==> src/rtl/serial_deserializer8.sv <==
// Serial-to-parallel receiver: assembles WIDTH strobed serial bits into a word and
// hands it to a consumer over a valid/ack handshake, flagging bits lost while a word waits.
module serial_deserializer8 #(
  parameter int WIDTH     = 8,
  parameter bit MSB_FIRST = 1'b1
) (
  input  logic                     clk,
  input  logic                     reset,
  input  logic                     start,
  input  logic                     serial_in,
  input  logic                     bit_valid,
  input  logic                     data_ack,
  output logic [WIDTH-1:0]         data_out,
  output logic                     data_valid,
  output logic                     busy,
  output logic [$clog2(WIDTH):0]   bit_count,
  output logic                     overrun,
  output logic [1:0]               state_dbg
);

  // Handshake: data_out is valid and held while data_valid=1; the word is consumed on
  // the rising edge where data_ack=1, and data_valid drops on that same edge.

  localparam int CW = $clog2(WIDTH) + 1;
  localparam logic [CW-1:0] LAST = CW'(WIDTH - 1);

  typedef enum logic [1:0] {
    IDLE     = 2'd0,
    SHIFT    = 2'd1,
    WAIT_ACK = 2'd2
  } state_t;

  state_t           state;
  logic [WIDTH-1:0] sr;
  logic [WIDTH-1:0] sr_next;

  always_comb begin
    sr_next = sr;
    if (MSB_FIRST) sr_next = {sr[WIDTH-2:0], serial_in};
    else           sr_next = {serial_in, sr[WIDTH-1:1]};
  end

  assign state_dbg = state;

  always_ff @(posedge clk) begin
    if (reset) begin
      state      <= IDLE;
      sr         <= '0;
      data_out   <= '0;
      bit_count  <= '0;
      data_valid <= 1'b0;
      busy       <= 1'b0;
      overrun    <= 1'b0;
    end else begin
      case (state)
        IDLE: begin
          if (start) begin
            state     <= SHIFT;
            sr        <= '0;
            bit_count <= '0;
            busy      <= 1'b1;
          end
        end
        SHIFT: begin
          // A restart wins over a simultaneous strobe: that bit belongs to no frame.
          if (start) begin
            sr        <= '0;
            bit_count <= '0;
          end else if (bit_valid) begin
            if (bit_count == LAST) begin
              data_out   <= sr_next;
              data_valid <= 1'b1;
              bit_count  <= '0;
              busy       <= 1'b0;
              state      <= WAIT_ACK;
            end else begin
              sr        <= sr_next;
              bit_count <= bit_count + 1'b1;
            end
          end
        end
        WAIT_ACK: begin
          if (data_ack) begin
            data_valid <= 1'b0;
            if (start) begin
              state     <= SHIFT;
              sr        <= '0;
              bit_count <= '0;
              busy      <= 1'b1;
            end else begin
              state <= IDLE;
            end
          end else if (bit_valid) begin
            overrun <= 1'b1;
          end
        end
        default: begin
          state      <= IDLE;
          busy       <= 1'b0;
          data_valid <= 1'b0;
        end
      endcase
    end
  end

endmodule
==> config.mk <==
export PLATFORM = sky130hd
export DESIGN_NAME = serial_deserializer8
export DESIGN_NICKNAME = d
export VERILOG_FILES = /design/src/rtl/serial_deserializer8.sv
export SDC_FILE = /design/constraint.sdc
export NUM_CORES = 1
export LEC_CHECK = 0
export CAP_MARGIN = 20
export CORE_MARGIN = 2
export CORE_UTILIZATION = 48
export CTS_CLUSTER_SIZE = 20
export DETAILED_ROUTE_END_ITERATION = 10
export PLACE_DENSITY_LB_ADDON = 0.2
export SETUP_SLACK_MARGIN = 0.4
export SLEW_MARGIN = 20
export SYNTH_ARGS = -nofsm -noshare
export SYNTH_HDL_FRONTEND = slang
export SYNTH_SLANG_ARGS = --single-unit
export TNS_END_PERCENT = 5
==> constraint.sdc <==
create_clock -name clk -period 2.3 [get_ports clk]
set_input_delay 0.23 -clock clk [delete_from_list [all_inputs] [get_ports clk]]
set_output_delay 0.23 -clock clk [all_outputs]
set_load 0.005 [all_outputs]
==> results of run 1 <==
## sequential cells by signal, summed over array words and instances, names as in the netlist
register / count
data_out: 8
bit_count: 4
overrun: 1
busy: 1
data_valid: 1
state_dbg: 2
sr: 7
## area by class of cell
type | count | area, sq um
Clock buffer | 3 | 22.5
Clock inverter | 1 | 30.0
Fill cell | 197 | 806
Inverter | 4 | 15.0
Multi-Input combinational cell | 82 | 532
Sequential cell | 24 | 480
Tap cell | 28 | 35.0
Timing Repair Buffer | 23 | 228
## worst register-to-register path, delay by kind of cell (launching register included)
family,cells,cell delay (ns)
adder cells (fa/ha/maj),1,0.27
flip-flops,1,0.45
multiplexers,1,0.34
AND/OR/NAND/NOR,3,0.61
## stage by stage
step	instances	hold WS (ns)	worst slack, ns	cell area [sq um]	util, %
after detailed placement	161	0.469	0.344	1290	60.0
after global placement	161	0.452	0.413	1290	60.0
after floorplan	115	0.377	0.661	1060	-
final	165	0.486	0.527	1340	62.5
after global routing	165	0.526	0.420	1340	62.5
after CTS	165	0.502	0.520	1340	62.5
## power groups by stage
stage | clock [mW] | combinational, mW | sequential, mW
2_1_floorplan | 0 | 0.0346 | 0.433
3_3_place_gp | 0 | 0.0577 | 0.434
3_5_place_dp | 0 | 0.0587 | 0.434
4_1_cts | 0.310 | 0.0590 | 0.425
5_1_grt | 0.324 | 0.0644 | 0.426
6_report | 0.300 | 0.0591 | 0.425
## path summary, 6_finish.rpt
check	cells after the start	slack [ns]	startpoint	end
max	5	0.53	bit_count[0]	sr[3]
min reg2reg	2	0.49	overrun	overrun
min	2	0.49	overrun	overrun
max reg2reg	5	0.53	bit_count[0]	sr[3]
## synth_stat cells (all sizes together)
master   instances  area, sq um
and3             1         11.3
ha               1         12.5
nand3            1         5.00
o2bb2ai          1         8.76
o211ai           1         7.51
a21o             1         7.51
nor3b            2         15.0
a21oi            8         40.0
nor3             1         5.00
inv              4         15.0
dfxtp           24          480
and2             1         6.26
a41o             1         10.0
a31oi            1         6.26
nand2            6         22.5
and2b            1         10.0
nor2            19         87.6
mux2             3         33.8
mux2i            8         80.1
o2111ai          1         8.76
or3b             1         8.76
buf              3         27.5
o22ai            2         12.5
clkbuf           2         7.51
nand2b           1         8.76
nand4b           1         8.76
nand4            3         18.8
nor2b            4         25.0
nor4b            2         17.5
o21ai            8         40.0
nand3b           1         7.51
or2              1         6.26
## metal layers
layer / vias to the layer above / routed length, um / GRT usage (%) / part of all wire [%]
li1: 452 / - / - / -
met1: 422 / 978 / 23.2 / 47
met2: 19 / 991 / 29.9 / 48
met3: 4 / 81 / 2.92 / 3.9
met4: 0 / 30 / 8.11 / 1.4
met5: - / 0 / 0 / 0
## cells by family (layout without fill, tap and decap cells)
kind of cell	count (synthesis)	count (layout)
AOI/OAI and AO/OA	24	24
adders and majority gates	1	1
buffers and inverters	9	31
DFF	24	24
muxes	11	11
and+or+nand+nor	46	46
## cells in the final DEF, fill, tap and decap left out, types with 2 or more instances in the layout
cell type        Yosys  routed
dfxtp_1             24      24
clkdlybuf4s50_1      0      22
nor2_1              18      18
a21oi_1              8       8
mux2i_1              8       8
o21ai_0              8       8
nand2_1              6       6
inv_1                4       4
nor2b_1              4       4
nand4_1              3       3
mux2_1               3       3
clkbuf_4             0       3
nor3b_1              2       2
o22ai_1              2       2
nor4b_1              2       2
==> results.json, run 1 <==
{
  "maxSlewHeadroom_pct": 69.5,
  "cts_root_buf": "clkbuf_4",
  "max-clock-path-buffers": 2,
  "ys_warn_count": 0,
  "crit_buf_inv": 0,
  "gp_congestion": 0.819,
  "clock_skew_ns": 0.00549,
  "slew_violations": 0,
  "powerDensity_nw_per_um2": 584,
  "ios": 23,
  "syn_inst": 115,
  "vias": 897,
  "clkLatencyLatePin_ns": 0.31,
  "fin_setup_tns_ns": 0,
  "grt_usage_pct": 18.1,
  "status": "finished, final reports clean",
  "start_util_pct": 49.4,
  "hold_violations": 0,
  "diodes": 0,
  "clock_sinks": 24,
  "postRouteAntennaNets": 0,
  "timing_worst_setup_path_type": "register to register",
  "synth_compound_area_share_pct": 13.3,
  "setup.worst_path.end_class": "register",
  "fin_crit_sh_pct": 77.1,
  "synth_top_family_by_area": "simple AND/OR/NAND/NOR gates",
  "syn-num-nets": 122,
  "vias_per_cell": 5.44,
  "antenna_found_initial": 0,
  "synth_area_sq_um": 1060,
  "cts_tree": "built",
  "max_clock_freq_mhz": 564,
  "grt_pass1_wl_um": 3510,
  "setup_violations": 0,
  "synth_simple_gate_area_share_pct": 24.9,
  "synth-seq-cells": 24,
  "drtIter0Drc": 17,
  "ys_types": 34,
  "area_delta_synth_final_pct": 26.4,
  "comb_power_share_pct": 7.5,
  "rows": 17,
  "syn_avg_cell_area_sq_um": 9.24,
  "cp.arrival_ns": 1.98,
  "h-tree-depth": 1,
  "synth.mux.area_fraction_pct": 10.7,
  "drtPass1Iterations": 4,
  "p_leak_nw": 0.500,
  "power.share.switching_pct": 20.4,
  "worstSetupStartpointType": "register",
  "drc": 0,
  "ir_drop_mv": 0.401,
  "hold_class": "register to register",
  "clkTransAtPathRegs_ns": 0.13,
  "synthXorXnorAreaFrac_pct": 0,
  "cap_viol_max_count": 0,
  "core_area_sq_um": 2150,
  "cts_buffers": 3,
  "internal_power_mw": 0.623,
  "drive_above_1_share_pct": 6.57,
  "grt_overflow": 0,
  "grt_max_degree": 15,
  "tightest_slew_ns": 0.457,
  "rsz0062_at_grt": "false",
  "power_frac_seq_pct": 54.2,
  "clockPowerShare_pct": 38.3,
  "critPathSlowestCell": "dfxtp_1",
  "drt-total-wl_um": 2080,
  "period_needed_ns": 1.77,
  "switchingPower_mw": 0.160,
  "cts_resized": 0,
  "post_cts_buffers": 0,
  "fp.dieH_um": 51.0,
  "die_area_sq_um": 2610,
  "dp_hpwl_um": 1550,
  "path_cells": "ha_1, nand3b_1, and3_4, or2_1, mux2_1",
  "portBuffers": 22,
  "slowest_delay_ns": 0.45,
  "p_total_mw": 0.783,
  "routedWlPerCell_um": 12.6,
  "required_ns": 2.51,
  "worst_path_dominant_cell_family": "simple AND/OR/NAND/NOR gates",
  "ys_seq_area_share_pct": 45.2,
  "path_max_fanout": 7,
  "die_w_um": 51.0,
  "hold_buffers": 0,
  "grt_pass1_vias": 790,
  "fin_nets": 145,
  "synthAdderAreaFrac_pct": 1.18
}
(Power assumes the default switching activity.)
==> run 2: changes to the inputs <==
Settings changed: CORE_UTILIZATION 48 to 44.
Clock period 2.3 ns to 1.5 ns, I/O delays scaled along.
==> results.json, run 2 (synthesized netlist as in run 1, its figures left out) <==
{
  "gp_congestion": 0.787,
  "min_to": "sr[0]",
  "drive_above_1_share_pct": 28.6,
  "hold_class": "input port to register",
  "fp.dieH_um": 53.1,
  "grt_pass1_vias": 946,
  "fin_setup_tns_ns": 0,
  "core_area_sq_um": 2250,
  "path_max_fanout": 6,
  "start_util_pct": 47.1,
  "diodes": 0,
  "ios": 23,
  "dpl_worst_slack_ns": -0.248,
  "max-clock-path-buffers": 2,
  "fin_nets": 169,
  "p_leak_nw": 0.692,
  "path_cells": "ha_4, nand3b_1, and3_4, or2_4, mux2_1",
  "portBuffers": 22,
  "grt_usage_pct": 20.7,
  "rows": 17,
  "drc": 0,
  "drtIter0Drc": 20,
  "r2r_cells": 5,
  "cts_buffers": 3,
  "hold_violations": 0,
  "r2r-end": "sr[5]",
  "area_delta_synth_final_pct": 50.2,
  "grt_pass1_wl_um": 4110,
  "antenna_found_initial": 0,
  "clock_sinks": 24,
  "die_area_sq_um": 2820,
  "hold_buffers": 0,
  "die_w_um": 53.1,
  "wl_met3_um": 109,
  "fin_crit_sh_pct": 97.5,
  "vias_per_cell": 5.33,
  "slew_violations": 0,
  "top_register": "data_out",
  "vias": 1007,
  "cap_viol_max_count": 0,
  "setup_violations": 0,
  "met2_length_um": 1140,
  "grt_overflow": 0,
  "clkTransAtPathRegs_ns": 0.14,
  "worstSetupStartpointType": "register",
  "h-tree-depth": 1,
  "reg_top3": "data_out: 8 flops, sr: 7 flops, bit_count: 4 flops",
  "fin_ws_ns": 0.0381,
  "critPathSlowestCell": "dfxtp_4",
  "p_total_mw": 1.18,
  "clkLatencyLatePin_ns": 0.32,
  "max_clock_freq_mhz": 684,
  "cp.arrival_ns": 1.68,
  "final_common_cell": "buf_4",
  "largest_reg_flops": 8,
  "cts_root_buf": "clkbuf_4",
  "hp-start": "serial_in",
  "tightest_slew_ns": 0.258,
  "timing.rr.start": "bit_count[0]",
  "postRouteAntennaNets": 0,
  "slowest_delay_ns": 0.41,
  "drtPass1Iterations": 4,
  "required_ns": 1.72,
  "final_cell_mix": "buf_4, nor2_1, dfxtp_1, clkdlybuf4s50_1",
  "drt-total-wl_um": 2520,
  "dp_hpwl_um": 1750,
  "powerDensity_nw_per_um2": 742,
  "wl_met1_um": 1180,
  "cts_tree": "built",
  "dr.max_layer_used": "met4",
  "period_needed_ns": 1.46,
  "holdPathStages": 3,
  "rsz0062_at_grt": "true",
  "timing_worst_setup_path_type": "register to register",
  "setup.worst_path.end_class": "register",
  "ff2ff_setup_slack_ns": 0.04,
  "status": "finished, final reports clean",
  "routedWlPerCell_um": 13.3,
  "grt_max_degree": 15,
  "clock_skew_ns": 0.00386,
  "maxSlewHeadroom_pct": 82.6,
  "ir_drop_mv": 0.597
}
==> run 2: layer usage <==
layer / vias to the layer above / GRT usage, %
met5: - / 0
met4: 0 / 12.8
met3: 8 / 3.39
met2: 31 / 35.4
met1: 467 / 23.8
li1: 501 / -
==> run 2: worst max-delay path: cells and delay by family, from the launching register on <==
kind | cells | cell delay [ns]
fa+ha+maj | 1 | 0.14
flops | 1 | 0.41
mux | 1 | 0.31
simple gates | 3 | 0.50
==> run 2: worst max-delay path by stage <==
stage,start,endpoint,cells after the start
3_3_place_gp,start,data_out[3],5
2_1_floorplan,bit_count[0],sr[1],6
6_report,bit_count[0],sr[5],5
4_1_cts,state_dbg[0],data_out[4],4
3_5_place_dp,start,data_out[4],5
5_1_grt,bit_count[0],sr[3],5
==> run 2: layout make-up <==
type / instances / area, sq um
fill: 182 / 659
multi-input combinational: 82 / 568
sequential: 24 / 500
timing repair buffer: 47 / 429
clock buffer: 4 / 47.5
tap: 28 / 35.0
inverter: 4 / 15.0
==> run 2: where the power goes <==
group	total (mW)	switching [mW]	internal [mW]
sequential	0.643	0.00646	0.637
combinational	0.136	0.0607	0.0748
clock	0.405	0.202	0.204
==> run 2: repair_timing <==
action | in CTS | in global routing
pin swaps | 0 | 7
setup endpoints to repair | 40 | 40
setup buffers | 2 | 3
resized for setup | 7 | 14
==> run 2: per-stage QoR <==
stage / instance area (sq um) / utilization [%] / hold WS, ns / instances
5_1_grt: 1600 / 70.8 / 0.488 / 189
4_1_cts: 1520 / 67.5 / 0.462 / 186
3_3_place_gp: 1450 / 64.4 / 0.449 / 180
3_5_place_dp: 1450 / 64.4 / 0.478 / 180
6_report: 1600 / 70.8 / 0.460 / 189
2_1_floorplan: 1090 / - / 0.297 / 115
